--- config.mk ---
export PLATFORM = sky130hd
export DESIGN_NAME = lcd_cmd_ctrl
export DESIGN_NICKNAME = d
export VERILOG_FILES = /design/src/rtl/lcd_cmd_ctrl.sv
export SDC_FILE = /design/constraint.sdc
export NUM_CORES = 1
export LEC_CHECK = 0
export ABC_AREA = 1
export CAP_MARGIN = 20
export CELL_PAD_IN_SITES_DETAIL_PLACEMENT = 0
export CELL_PAD_IN_SITES_GLOBAL_PLACEMENT = 1
export CORE_MARGIN = 2
export CORE_UTILIZATION = 38
export CTS_BUF_LIST = sky130_fd_sc_hd__clkbuf_16
export DETAILED_ROUTE_END_ITERATION = 12
export GPL_TIMING_DRIVEN = 0
export PLACE_DENSITY_LB_ADDON = 0.08
export SETUP_SLACK_MARGIN = 0.1
export SYNTH_ARGS = -nofsm -noshare
export SYNTH_HDL_FRONTEND = slang
export SYNTH_SLANG_ARGS = --single-unit
export TNS_END_PERCENT = 1
--- constraint.sdc ---
create_clock -name i_clk -period 3.2 [get_ports i_clk]
set_input_delay 0.64 -clock i_clk [delete_from_list [all_inputs] [get_ports i_clk]]
set_output_delay 0.64 -clock i_clk [all_outputs]
set_load 0.1 [all_outputs]
--- src/rtl/lcd_cmd_ctrl.sv ---
// HD44780 command sequencer: turns a START edge in the LCD register into a timed
// RS/RW/EN/DATA cycle, waits out the controller execution time and reports completion.
module lcd_cmd_ctrl #(
    parameter int SETUP_CYC     = 2,
    parameter int EN_CYC        = 12,
    parameter int HOLD_CYC      = 1,
    parameter int EXEC_CYC      = 2000,
    parameter int LONG_EXEC_CYC = 82000,
    parameter int CNT_W         = 17
) (
    input  logic        i_clk,
    input  logic        i_reset,
    input  logic [31:0] i_lcd_ctrl,
    input  logic [7:0]  i_lcd_data,
    output logic        o_lcd_on,
    output logic        o_lcd_en,
    output logic        o_lcd_rs,
    output logic        o_lcd_rw,
    output logic [7:0]  o_lcd_data,
    output logic        o_lcd_data_oe,
    output logic [7:0]  o_rd_data,
    output logic        o_busy,
    output logic        o_done,
    output logic        o_overrun
);

    typedef enum logic [2:0] {
        S_IDLE,
        S_SETUP,
        S_ENABLE,
        S_HOLD,
        S_EXEC
    } state_t;

    localparam logic [CNT_W-1:0] SETUP_LAST = CNT_W'(SETUP_CYC - 1);
    localparam logic [CNT_W-1:0] EN_LAST    = CNT_W'(EN_CYC - 1);
    localparam logic [CNT_W-1:0] HOLD_LAST  = CNT_W'(HOLD_CYC - 1);
    localparam logic [CNT_W-1:0] EXEC_LAST  = CNT_W'(EXEC_CYC - 1);
    localparam logic [CNT_W-1:0] LONG_LAST  = CNT_W'(LONG_EXEC_CYC - 1);

    state_t           state;
    state_t           next_state;
    logic [CNT_W-1:0] cnt;
    logic [CNT_W-1:0] cnt_last;
    logic             start_prev;
    logic             start_edge;
    logic             cmd_rs;
    logic             cmd_rw;
    logic [7:0]       cmd_data;
    logic             pend_valid;
    logic             pend_valid_d;
    logic             pend_rs;
    logic             pend_rw;
    logic [7:0]       pend_data;
    logic             is_long;
    logic             at_last;
    logic             complete;
    logic             launch;
    logic             take;
    logic             lcd_on_q;
    logic             busy_q;
    logic             overrun_q;
    logic [7:0]       rd_data_q;
    logic             unused_ctrl_bits;

    assign unused_ctrl_bits = ^i_lcd_ctrl[30:11];

    assign start_edge = i_lcd_ctrl[10] & ~start_prev;
    assign is_long    = ~cmd_rs & ~cmd_rw &
                        (cmd_data == 8'h01 || cmd_data == 8'h02 || cmd_data == 8'h03);
    assign at_last    = (cnt == cnt_last);
    assign complete   = at_last & (((state == S_HOLD) & cmd_rw) | (state == S_EXEC));
    assign launch     = pend_valid | start_edge;
    assign take       = ((state == S_IDLE) | complete) & launch;

    // The pending slot frees when it is launched; a coincident edge refills it.
    always_comb begin
        pend_valid_d = pend_valid;
        if (take)
            pend_valid_d = pend_valid & start_edge;
        else if (start_edge && state != S_IDLE && !pend_valid)
            pend_valid_d = 1'b1;
    end

    always_comb begin
        cnt_last = '0;
        case (state)
            S_SETUP:  cnt_last = SETUP_LAST;
            S_ENABLE: cnt_last = EN_LAST;
            S_HOLD:   cnt_last = HOLD_LAST;
            S_EXEC:   cnt_last = is_long ? LONG_LAST : EXEC_LAST;
            default:  cnt_last = '0;
        endcase
    end

    always_comb begin
        next_state = state;
        case (state)
            S_IDLE:   if (launch) next_state = S_SETUP;
            S_SETUP:  if (at_last) next_state = S_ENABLE;
            S_ENABLE: if (at_last) next_state = S_HOLD;
            S_HOLD:   if (at_last) next_state = cmd_rw ? (launch ? S_SETUP : S_IDLE) : S_EXEC;
            S_EXEC:   if (at_last) next_state = launch ? S_SETUP : S_IDLE;
            default:  next_state = S_IDLE;
        endcase
    end

    always_ff @(posedge i_clk) begin
        if (i_reset) begin
            state      <= S_IDLE;
            cnt        <= '0;
            start_prev <= 1'b0;
            lcd_on_q   <= 1'b0;
            busy_q     <= 1'b0;
            overrun_q  <= 1'b0;
            rd_data_q  <= 8'h00;
            cmd_rs     <= 1'b0;
            cmd_rw     <= 1'b0;
            cmd_data   <= 8'h00;
            pend_valid <= 1'b0;
            pend_rs    <= 1'b0;
            pend_rw    <= 1'b0;
            pend_data  <= 8'h00;
        end else begin
            state      <= next_state;
            start_prev <= i_lcd_ctrl[10];
            lcd_on_q   <= i_lcd_ctrl[31];
            busy_q     <= (next_state != S_IDLE) | pend_valid_d;
            pend_valid <= pend_valid_d;

            if (next_state != state || state == S_IDLE)
                cnt <= '0;
            else
                cnt <= cnt + CNT_W'(1);

            if (state == S_ENABLE && at_last && cmd_rw)
                rd_data_q <= i_lcd_data;

            // Launch from the slot first; otherwise the edge goes straight to the bus.
            if (take) begin
                if (pend_valid) begin
                    cmd_rs   <= pend_rs;
                    cmd_rw   <= pend_rw;
                    cmd_data <= pend_data;
                    if (start_edge) begin
                        pend_rs   <= i_lcd_ctrl[9];
                        pend_rw   <= i_lcd_ctrl[8];
                        pend_data <= i_lcd_ctrl[7:0];
                    end
                end else begin
                    cmd_rs   <= i_lcd_ctrl[9];
                    cmd_rw   <= i_lcd_ctrl[8];
                    cmd_data <= i_lcd_ctrl[7:0];
                end
            end else if (start_edge && state != S_IDLE) begin
                if (!pend_valid) begin
                    pend_rs   <= i_lcd_ctrl[9];
                    pend_rw   <= i_lcd_ctrl[8];
                    pend_data <= i_lcd_ctrl[7:0];
                end else begin
                    overrun_q <= 1'b1;
                end
            end
        end
    end

    always_comb begin
        o_lcd_on      = lcd_on_q;
        o_lcd_en      = (state == S_ENABLE);
        o_lcd_rs      = cmd_rs;
        o_lcd_rw      = cmd_rw;
        o_lcd_data    = cmd_data;
        o_lcd_data_oe = (state != S_IDLE) & ~cmd_rw;
        o_rd_data     = rd_data_q;
        o_busy        = busy_q;
        o_done        = complete;
        o_overrun     = overrun_q;
    end

endmodule

After elaboration in Yosys (flattened, before gate mapping)
Index checks and enable logic that the tools add are counted.
{"block": "totals", "input_bits": 42, "wordCells": 84, "out_inout_bits": 24, "ff_bits": 53}
{"block": "classes", "reduce_logical": 15, "n_mux": 27, "eq_ne": 11, "bitwise": 16, "n_addsub": 1}
{"cell": "17-bit case mux with 3 select lines", "n": 1}
{"cell": "8-bit two-way mux", "n": 5}
{"cell": "3-bit two-way mux", "n": 6}
{"cell": "17-bit by 1-bit adder with 17-bit output (second input constant)", "n": 1}
{"cell": "17-bit equality test", "n": 1}
{"cell": "17-bit two-way mux", "n": 1}
{"cell": "8-bit by 2-bit equality test with 1-bit output (second input constant)", "n": 2}
{"cell": "3-bit case mux with 5 select lines", "n": 1}
{"cell": "1-bit two-way mux", "n": 13}
{"cell": "1-bit bitwise AND", "n": 8}
{"cell": "8-bit by 1-bit equality test with 1-bit output (second input constant)", "n": 1}
{"cell": "3-bit by 2-bit equality test with 1-bit output (second input constant)", "n": 2}
{"cell": "3-bit AND reduction", "n": 2}
{"cell": "3-bit nonzero test", "n": 2}
{"cell": "1-bit logical AND", "n": 4}
{"cell": "2-bit inequality test (second input constant)", "n": 2}
{"cell": "1-bit inverter", "n": 4}
{"cell": "1-bit OR", "n": 4}
{"cell": "3-bit by 1-bit equality test with 1-bit output (second input constant)", "n": 1}
{"cell": "3-bit equality test (second input constant)", "n": 1}
{"cell": "3-bit zero test", "n": 1}
{"cell": "1-bit logical OR", "n": 3}
{"cell": "3-bit inequality test", "n": 1}
{"cell": "2-bit nonzero test", "n": 1}
{"cell": "2 further kinds", "n": 2}

Logic depth before layout (Yosys ltp)
{"block": "logic_depth", "depth_word": 12, "depth_mapped": 16}

Worst setup path before layout
Ideal clock, no wire load.
{"block": "synth_timing", "path_kind": "register -> output", "from": "register cmd_data[1], in the netlist o_lcd_data[1]", "to": "output o_done", "setup_slack_ns": 0.106, "n_path_buf": 0, "t_arrival_ns": 2.454, "stages_incl_launch_ff": 11, "cell_sequence": "dfxtp_1 > inv_1 > nand2_1 > nand2_1 > nor2_1 > nand2_1 > nand3_1 > nand2_1 > nor2_2 > nand3_1 > inv_1"}
{"block": "synth_via", "elab_chain_cells": 8, "word_cells_on_any_way": 10, "cone_classes": "4 x eq/ne; 2 x mux; 2 x bitwise; 2 x reduce/logical"}
{"element": "from (decl)", "line": "49", "text": "logic [7:0] cmd_data;"}
{"element": "from (signal assigned)", "line": "144", "text": "cmd_data <= pend_data;"}
{"element": "from (signal assigned)", "line": "153", "text": "cmd_data <= i_lcd_ctrl[7:0];"}
{"element": "8-bit by 1-bit equality test with 1-bit output / 8-bit by 2-bit equality test with 1-bit output (equally long branches)", "line": "70", "text": "(cmd_data == 8'h01 || cmd_data == 8'h02 || cmd_data == 8'h03);"}
{"element": "1-bit logical OR", "line": "70"}
{"element": "1-bit logical OR (*)", "line": "70"}
{"element": "1-bit bitwise AND (*)", "line": "69", "text": "assign is_long = ~cmd_rs & ~cmd_rw &"}
{"element": "17-bit two-way mux (*)", "line": "91", "text": "S_EXEC: cnt_last = is_long ? LONG_LAST : EXEC_LAST;"}
{"element": "17-bit case mux with 3 select lines (*)", "line": "87", "text": "case (state)"}
{"element": "17-bit equality test (*)", "line": "71", "text": "assign at_last = (cnt == cnt_last);"}
{"element": "1-bit bitwise AND (*)", "line": "72", "text": "assign complete = at_last & (((state == S_HOLD) & cmd_rw) | (state == S_EXEC));"}
{"element": "to (decl)", "line": "23", "text": "output logic o_done,"}
Mark *: on every way between the ends. The rest lies on a longest branch, timed or not.

Worst setup path in the final report
{"block": "layout_timing", "from": "register state[2]", "to": "output o_lcd_en"}
{"block": "layout_via", "elab_chain_cells": 1}
{"element": "from (decl)", "line": "41", "text": "state_t state;"}
{"element": "from (signal assigned)", "line": "125", "text": "state <= next_state;"}
{"element": "3-bit by 2-bit equality test with 1-bit output", "line": "169", "text": "o_lcd_en = (state == S_ENABLE);"}
{"element": "to (decl)", "line": "16", "text": "output logic o_lcd_en,"}
Every way passes these cells.

==> impl_results.md <==
- Routed via count: about 2,600
- Post-Synthesis Cells: 396
- Pin count of the biggest net entering global routing: 16
- Chip Height: 89.2 um
- RSZ-0062 raised after global routing: no
- EDFF count, synth: 0
- R2r startpoint: cnt[0]$_SDFF_PP0_
- Hold WC Path Type: register to register
- Final non-filler cell total: 548
- Main synth FF type: dfxtp_1
- Dpl cells: 540
- Ys async rst share: 0
- Synth unique cells: 36
- Worst slack, placed: -78.1 ps
- DIE WIDTH: 89.2 um
- CP bufs+invs: 4
- PD cells: between 900 and 1000 nW/um2
- Routed len/inst: 11.7 um
- Max stage delay on crit path: 1160 ps
- DRC viols: 0
- Port Buf Inserts: 45
- Yosys reg bits: 53
- Clk root buf: clkbuf_16
- Peak VDD IR: 530 uV
- Critical Path RT: 2560 ps
- H-tree lvl count: 2
- Critical path startpoint: state[2]$_SDFF_PP0_
- Area after DPL: 3340 um2
- Clk buf depth: 2
- R2R cell count: 10
- P&R area growth vs syn: 25.6%
- Setup crit end kind: output port
- Total wire length: 6.41 mm
- Router iterations before antenna repair: 4
- Final Max Tran Viols: 0
- Avg Cell Area, Syn: 6.97 um2
- Syn. warnings: 0
- Max cap viols: 0
- Run status: finished, final reports clean
- TNS Setup: 0 ps
- DP HPWL: 4.78 mm
- Worst hold endpoint: o_rd_data[1]$_SDFFE_PP0P_
- Critical Path Most Common Cell: inv_1
- Worst Path Max Fanout: 8
- Static leakage: 1.42 nW
- Hold_buf cts: 0
- GPL Wtd Cong: ~0.78
- Number of buffers created by CTS: 5
- Clk_lat worst skew: roughly 290 ps
- CP top delay family: buffers and inverters
- CTS tree: done
- Initial Util: 0.387
- Slew @ Worst Pin: between 900 and 1000 ps
- Congestion Overflow GR: 0
- Design Area, Final: 3470 um2
- Sequential cell area fraction in the yosys report: 0.384
- Initial antenna violation count: 0
- Max Fclk: 342 MHz
- Final hold violation count: 0
- Final Worst Setup Slack: between 200 and 300 ps
- Reg2reg setup slack: 1010 ps
- Period utilization: 0.914
- Total GRT Usage: 0.171
- CP Cell Sequence: buf_6, inv_1, nand3_1, inv_1, clkdlybuf4s50_1
- Fin crit period: 2930 ps
- Initial DRC count: 104
- Total core area: 7140 um2
- Setup violators final: 0
- First-pass GRT wire length: approximately 11 mm
- Setup CP Type: register to output port
- Setup crit start kind: register
- # clock sinks: 53
- Via/cell ratio: 4.67
- Antenna diodes: 0
- Worst EP arrival: about 2300 ps
- WHS Path Cells: 2
- Ports: 66
- Critical Path Slowest Stage Cell: clkdlybuf4s50_1
- Final Power: 3.23 mW
- Vias in the first global route: about 2,300
- Fraction of layout cells with a size suffix above 1: 0.105
- Die area: 7960 um2
- # rows: 31
- Cell Area, Synth: 2760 um2
- Post-route antenna net violation count: 0
- Reg-to-Reg End: cnt[14]$_SDFF_PP0_
- Max Clock Skew: 3.95 ps
- Worst slew margin: 0.343
- Nets@finish: 491
- Clock-pin slew on the worst setup and hold paths: approximately 70 ps
- Syn_nets: 439
- Min-delay src: o_rd_data[1]$_SDFFE_PP0P_
==> report_power, final <==
| group | internal [mW] | switching (mW) |
|---|---|---|
| clock | 0.284 | 0.237 |
| combinational | 0.490 | 1.34 |
| sequential | 0.777 | 0.103 |
| total | 1.55 | 1.68 |
==> per-stage QoR <==
step,util,hold WS [ps]
after floorplan,-,446
after global placement,0.467,432
after detailed placement,0.467,437
after CTS,0.487,448
after global routing,0.486,466
final,0.486,444
==> Yosys cell counts (all sizes together), types with 2 or more instances <==
cell type	instances	area, um2
a31oi	6	37.5
xor2	8	70.1
o21ai	21	113
inv	44	165
buf	6	47.5
or2	2	12.5
nor2	56	303
nand3	34	193
clkbuf	6	22.5
xnor2	5	43.8
nand4	4	25.0
a21oi	27	150
nand2	117	464
dfxtp	53	1060
==> final cells by class <==
type	instances	area (um2)
timing repair buffer	45	445
clock buffer	5	125
tap	99	124
multi-input combinational	287	1470
fill	774	3670
sequential	53	1060
buffer	12	70.1
inverter	44	165
clock inverter	3	12.5
==> cells in the final DEF, fill, tap and decap left out, types with 2 or more instances in the layout <==
master             n
clkbuf_16          5
nand4_1            4
o21ai_2            2
buf_2              3
a21oi_1           25
xnor2_1            5
clkdlybuf4s50_1   44
nand2_1          111
o21ai_0           16
nand2_2            4
clkinv_1           2
o21ai_1            3
inv_1             40
or2_2              2
nor2_4            11
inv_2              4
nand3_2            2
clkbuf_1           6
nor2_2             4
nand2_4            2
xor2_1             8
nor2_1            41
a31oi_1            6
nand3_1           31
dfxtp_1           53
==> flip-flops by register name (all words and copies together), names as in the netlist, 3 cells and up <==
register / flops
cnt: 17
o_lcd_data: 8
o_rd_data: 8
pend_data: 8
state: 3
==> worst min-delay path: cells and delay by family (launching register included) <==
| kind | cells | cell delay (ps) |
|---|---|---|
| buffers and inverters | 1 | 40 |
| AO/OA/AOI/OAI | 1 | 50 |
| flip-flops | 1 | 310 |
==> worst max path at each step <==
stage,to,cells past startpoint
finish,o_lcd_en,5
global route,o_done,10
CTS,o_done,10
detailed placement,o_done,10
global placement,o_done,10
floorplan,o_done,10
==> what timing repair did <==
action	4_1_cts	5_1_grt
setup buffers	0	0
setup endpoints to repair	1	1
hold endpoints to repair	0	0
resized for setup	3	2
==> metal layers <==
metal  share of wire  vias up  GRT usage
met5               0        -          0
met4           0.014        0     0.0516
met3           0.035        9     0.0305
met2            0.48       35      0.283
met1            0.47     1159      0.227
li1                -     1356          -
==> cell families (layout without fill, tap and decap cells) <==
| family | Yosys count | in the layout | synth area share |
|---|---|---|---|
| and+or+nand+nor | 217 | 217 | 0.370 |
| AOI/OAI and AO/OA | 56 | 56 | 0.115 |
| buffers and inverters | 56 | 109 | 0.0852 |
| DFF | 53 | 53 | 0.384 |
| xor gates and xnor gates | 13 | 13 | 0.0412 |
| adders and majority gates | 1 | 1 | 0.00453 |
Note: power is estimated with default switching activity, not from simulation.
==> variant 1: new RTL, same settings <==
Set the parameter `CNT_W` to 34 (it was 17).
--- a/src/rtl/lcd_cmd_ctrl.sv
+++ b/src/rtl/lcd_cmd_ctrl.sv
@@ -7,5 +7,5 @@
     parameter int EXEC_CYC      = 2000,
     parameter int LONG_EXEC_CYC = 82000,
-    parameter int CNT_W         = 17
+    parameter int CNT_W         = 34
 ) (
     input  logic        i_clk,
Formal check against the unedited RTL: no difference found for any inputs over 10 cycles, from zero or initial values and one cycle with i_reset high; that may be too few to reach the edited logic, so the function may still have changed.
==> variant 1 against the original RTL <==
  * Cell area up 34%
  * Die area up 35%
  * Synthesized cell count up 36%
  * Sequential cell count up 17
  * Largest cell class unchanged
  * Total power up 15%
  * Maximum frequency up 2.4%
  * Critical path depth down 1
  * Routed wire length up 38%
  * Register-to-register slack worse by 130 ps
  * Setup slack better by 69 ps
  * Via count up 30%
  * Cell count up 33%
  * Area after synthesis up 37%
==> variant 1: results (changes against the original RTL) <==
Timing
  – Slew of the pin with the lowest slew margin: 1000 ps (+19.2 ps)
  – Hold slack: 447 ps (+3.01 ps)
  – Worst Skew: 10.9 ps (+6.97 ps)

Yosys
  – Ys Warns: 0 (unchanged)
  – Cell count after synthesis: 537 (+36%)
  – Share of the synthesized area in the top cell type: 37.0% (-1.4 points)
  – Most instantiated cells after synthesis: nand2_1 (97), nor2_1 (77), dfxtp_1 (70)
  – Ranking of synthesized cells by area: dfxtp_1 (37%), nand2_1 (9.6%), nor2_1 (7.6%)
  – Synth unique cells: 35 (-2.8%)
  – Sequential fraction of the synthesis area: 37.0% (-1.4 points)
  – Asr flop ratio synth: 0% (unchanged)
  – Syn_nets: 580 (+32%)

Cells and area
  – Filler cell count: 1042 (+35%)
  – Biggest register: cnt
  – Share of cells above drive strength 1: 11.9% (+1.4 points)
  – Max reg flops: 34 (+17)
  – Layout Nets: 636 (+30%)
  – Finished Layout Cells: 729 (+33%)
  – Ant. Diodes: 0 (unchanged)

Global routing
  – First-pass GRT wire length: 15100 um (+40%)
  – Largest net degree at the start of global routing: 11 (-5)
  – All-Layer GR Usage: 17.3% (+0.18 points)
  – Initial antenna violation count: 0 (unchanged)

Min path
  – HP Start: o_rd_data[2]$_SDFFE_PP0P_
  – Hold endpoint: o_rd_data[2]$_SDFFE_PP0P_
  – Min-delay worst type: register to register
  – Hold Crit Depth: 2 (unchanged)

Setup path
  – Top delay family on crit path: buffers and inverters
  – Worst R2R Start: cnt[0]$_SDFF_PP0_
  – Reg2reg path depth: 13 (+3)
  – Setup slack, reg-to-reg: 880 ps (-130 ps)
  – Critical Path Fanout Max: 4 (-4)
  – Arrival time worst endpoint: 2220 ps (-70 ps)
  – Reg-to-reg critical path endpoint: cnt[32]$_SDFF_PP0_

CTS
  – Clock slew at reported path FFs: 60 ps
  – Clk Latency, worst-skew pair: 330 ps (+40 ps)
  – Clk root buf: clkbuf_16
  – Max H-tree Level: 3 (+1)
  – Num CTS Buffers: 9 (+4)

Route
  – DRT Pass-1 Iters: 4 (unchanged)
  – Drt initial violations: 87 (-16%)
  – Via count: 3339 (+30%)
  – Routed wl met3: 335 um (+50%)
  – Met1 WL: 3940 um (+29%)
  – Wire per inst: 12.1 um (+3.9%)
  – DR WL met2: 4480 um (+47%)

Placement
  – Pre-CTS setup slack: 3.80 ps (+81.9 ps)
  – PortBufs: 45 (unchanged)
  – Global placement routability congestion: 0.787 (+0.61%)
  – Dpl cells: 715 (+32%)
  – Detail Placement HPWL: 6630 um (+39%)

Outcome
  – Status: completed

Power
  – Max VDD drop: 0.799 mV (+51%)
  – Lkg Pwr: 1.79 nW (+26%)

Floorplan
  – Row count: 36 (+16%)
-- variant 1: area by class of cell --
class | count | area, um^2 | area share, %
Multi-Input combinational cell | 378 | 2020 | 43.5
Sequential cell | 70 | 1400 | 30.2
Timing Repair Buffer | 45 | 445 | 9.60
Inverter | 74 | 278 | 5.98
Clock buffer | 9 | 225 | 4.85
Tap cell | 133 | 166 | 3.58
Buffer | 15 | 87.6 | 1.89
Clock inverter | 5 | 21.3 | 0.458
-- variant 1: timing repair --
item                       in CTS  in global routing
resized for setup               3                  2
pin swaps                       0                  0
setup endpoints to repair       1                  1
cloned                          0                  0
-- variant 1: how the worst max path moves through the flow --
stage	from	endpoint	slack, ps	depth (start not counted)
after detailed placement	state[0]$_SDFF_PP0_	o_done	4	10
after global placement	state[0]$_SDFF_PP0_	o_done	-50	9
after global routing	state[0]$_SDFF_PP0_	o_done	190	9
after floorplan	o_lcd_rw$_SDFFE_PP0P_	o_done	120	10
after CTS	state[0]$_SDFF_PP0_	o_done	210	10
final	state[0]$_SDFF_PP0_	o_lcd_en	340	4
-- variant 1: logic make-up (layout without fill, tap and decap cells) --
kind of cell,Yosys count,in the layout,share of synthesized area [%]
adder cells (fa/ha/maj),1,1,0.331
flip-flops,70,70,37.0
XOR/XNOR,31,31,7.18
AND/OR/NAND/NOR,285,285,36.3
AO/OA/AOI/OAI,51,51,6.81
buffers and inverters,89,148,9.66
multiplexers,10,10,2.65
-- variant 1: through the flow --
step | setup TNS (ps) | utilization [%] | cell area (um^2) | power (W)
final | 0 | 47.7 | 4640 | 0.00370
after global routing | 0 | 47.7 | 4640 | 0.00394
after CTS | 0 | 47.8 | 4650 | 0.00375
after detailed placement | 0 | 45.2 | 4400 | 0.00287
after global placement | -49.0 | 45.2 | 4400 | 0.00287
after floorplan | 0 | - | 3780 | 0.00247
-- variant 1: worst reg2reg max path: stages (launching register included) --
cell and delay [ps]:
dfxtp_1 390, ha_1 210, nand2_1 70, nor2_1 160, nand3_1 170, nor2_2 200
nand2_1 90, nor2_1 150, nand3_1 210, nor2_1 220, nand2_1 90, xor2_1 150
inv_1 60, nor2_2 40
-- variant 1: report_power, final --
group,switching [W],internal [W]
clock,0.000353,0.000504
combinational,0.00129,0.000480
sequential,0.0000831,0.000997
-- variant 1: per-layer routing --
layer  up-vias  GRT usage, %
met5         -             0
met4         0          6.27
met3         9          3.96
met2        47          30.8
met1      1486          20.2
li1       1797             -
==> variant 2: new RTL, same settings <==
Made on the original files. Add an input register stage for `i_lcd_data`; this delays it by one clock. The other inputs are not delayed to match.
--- a/src/rtl/lcd_cmd_ctrl.sv
+++ b/src/rtl/lcd_cmd_ctrl.sv
@@ -38,4 +38,10 @@
     localparam logic [CNT_W-1:0] EXEC_LAST  = CNT_W'(EXEC_CYC - 1);
     localparam logic [CNT_W-1:0] LONG_LAST  = CNT_W'(LONG_EXEC_CYC - 1);
+
+    logic [7:0] i_lcd_data_q;
+
+    always_ff @(posedge i_clk) begin
+        i_lcd_data_q <= i_lcd_data;
+    end
 
     state_t           state;
@@ -135,5 +141,5 @@
 
             if (state == S_ENABLE && at_last && cmd_rw)
-                rd_data_q <= i_lcd_data;
+                rd_data_q <= i_lcd_data_q;
 
             // Launch from the slot first; otherwise the edge goes straight to the bus.
Check against the original RTL: no difference found for any inputs over 10 cycles, from zero or initial values and one cycle with i_reset high; that may be too few to reach the edited logic, so the function may still have changed.
==> variant 2 against the original RTL <==
  * Setup slack worse by 120 ps
  * Sequential cell count is 8 higher
  * Routed wire length is 12% higher
  * Sequential power is 8.1% higher
  * Hold slack better by 11 ps
  * Cell area is 7.2% higher
  * Global-route usage is 0.91 points higher
  * Register-to-register slack worse by 20 ps
  * Total power is 12% higher
  * Synthesized cell count is 4.8% higher
  * Maximum frequency is 3.8% lower
  * Area after synthesis is 4.9% higher
==> variant 2: results (changes against the original RTL) <==
Placement
  – Global placement routability congestion: 0.853 (+9.0%)
  – PortBufs: 44 (-2.2%)
  – Dpl cells: 558 (+3.3%)
  – Area of placed instances: 0.00346 mm^2 (+3.9%)
  – Pre-CTS setup slack: -14.5 ps (+63.7 ps)

Power
  – Lkg Pwr: 1.51 nW (+6.0%)
  – Max VDD drop: 0.495 mV (-6.6%)

Yosys
  – Most instantiated cells after synthesis: nand2_1 (134), dfxtp_1 (61), nor2_1 (40)
  – Cell count after synthesis: 415 (+4.8%)
  – Synth unique cells: 30 (-17%)
  – Sequential fraction of the synthesis area: 42.1% (+3.7 points)
  – Ranking of synthesized cells by area: dfxtp_1 (42%), nand2_1 (17%), nand3_1 (5.9%)
  – Syn_nets: 458 (+4.3%)

Global routing
  – All-Layer GR Usage: 18.0% (+0.91 points)
  – GRT met3 Usage: 5.64% (+2.6 points)
  – Largest net degree at the start of global routing: 11 (-5)
  – Vias in the first global route: 2575 (+14%)
  – First-pass GRT wire length: 12000 um (+11%)
  – GRT met1 Usage: 20.7% (-2.0 points)
  – GRT met2 Usage: 30.8% (+2.5 points)

Route
  – Via count: 2694 (+5.3%)
  – Avg Vias per Cell: 4.70 (+0.68%)
  – Drt initial violations: 68 (-35%)
  – DRT Pass-1 Iters: 5 (+1)

Setup path
  – Arrival time worst endpoint: 2400 ps (+110 ps)
  – Max stage delay on crit path: 890 ps (-270 ps)
  – Critical-path top delay cell: clkdlybuf4s15_1

CTS
  – Max H-tree Level: 3 (+1)
  – Clk Latency, worst-skew pair: 330 ps (+40 ps)
  – Num CTS Buffers: 9 (+4)
  – Clock slew at reported path FFs: 50 ps (-20 ps)

Cells and area
  – Share of cells above drive strength 1: 10.3% (-0.13 points)
  – Layout Nets: 513 (+4.5%)
  – Filler cell count: 739 (-4.5%)
  – Ant. Diodes: 0 (unchanged)

Timing
  – Worst Skew: 9.51 ps (+5.56 ps)

Outcome
  – Status: completed
-- variant 2: changes by cell type after synthesis, sizes merged, moves of 4 or more --
cell,delta
dfxtp,+8
nand2,+21
nand4,+6
a31oi,-6
o21ai,-17
a21oi,+4
inv,-5
-- variant 2: logic make-up (layout without fill, tap and decap cells) --
logic type	count (synthesis)	in the layout	share of synthesized area (%)
AOI/OAI and AO/OA	38	38	7.34
xor gates and xnor gates	14	14	4.23
adders and majority gates	1	1	0.432
buffers and inverters	54	113	7.94
DFF	61	61	42.1
and+or+nand+nor	247	247	37.9
-- variant 2: path summary, 6_finish.rpt --
check | start | endpoint | slack, ps | cells past startpoint
setup reg to reg | o_lcd_rw$_SDFFE_PP0P_ | cnt[13]$_SDFF_PP0_ | 990 | 13
hold / removal | o_overrun$_SDFFE_PP0P_ | o_overrun$_SDFFE_PP0P_ | 460 | 2
setup / recovery | state[2]$_SDFF_PP0_ | o_lcd_en | 160 | 6
hold reg to reg | o_overrun$_SDFFE_PP0P_ | o_overrun$_SDFFE_PP0P_ | 460 | 2
-- variant 2: layer usage --
metal | wire, um | share of wire, %
met5 | 0 | 0
met2 | 3440 | 48
met3 | 264 | 3.7
met4 | 190 | 2.7
met1 | 3260 | 46
-- variant 2: power breakdown --
| group | total [W] | internal [W] | switching [W] |
|---|---|---|---|
| clock network | 0.000844 | 0.000510 | 0.000334 |
| registers | 0.000951 | 0.000873 | 0.0000778 |
| logic | 0.00181 | 0.000497 | 0.00132 |
-- variant 2: through the flow --
stage               total power (W)  setup TNS (ps)  util [%]  hold slack, ps
floorplan                   0.00237               0         -             430
global route                0.00385               0      50.7             475
finish                      0.00361               0      50.7             455
detailed placement          0.00279           -14.5      47.3             453
CTS                         0.00365               0      50.8             461
global placement            0.00278           -17.4      47.3             444
-- variant 2: timing repair --
item	CTS	global route
resized for setup	4	3
gates cloned	0	0
endpoints found under the hold margin	0	0
buffers inserted	0	0
setup endpoints to repair	2	2
-- variant 2: area by class of cell --
class | count | share of cell area [%]
multi-input combinational | 300 | 38.9
sequential | 61 | 32.9
timing repair buffer | 44 | 11.7
clock buffer | 9 | 6.06
inverter | 39 | 3.94
tap | 99 | 3.33
buffer | 15 | 2.26
clock inverter | 6 | 0.875
-- variant 2: critical path: cells and delay by family (launching register included) --
family	cells	cell delay, ps
buffers and inverters	5	1680
flip-flops	1	290
AND/OR/NAND/NOR	1	110
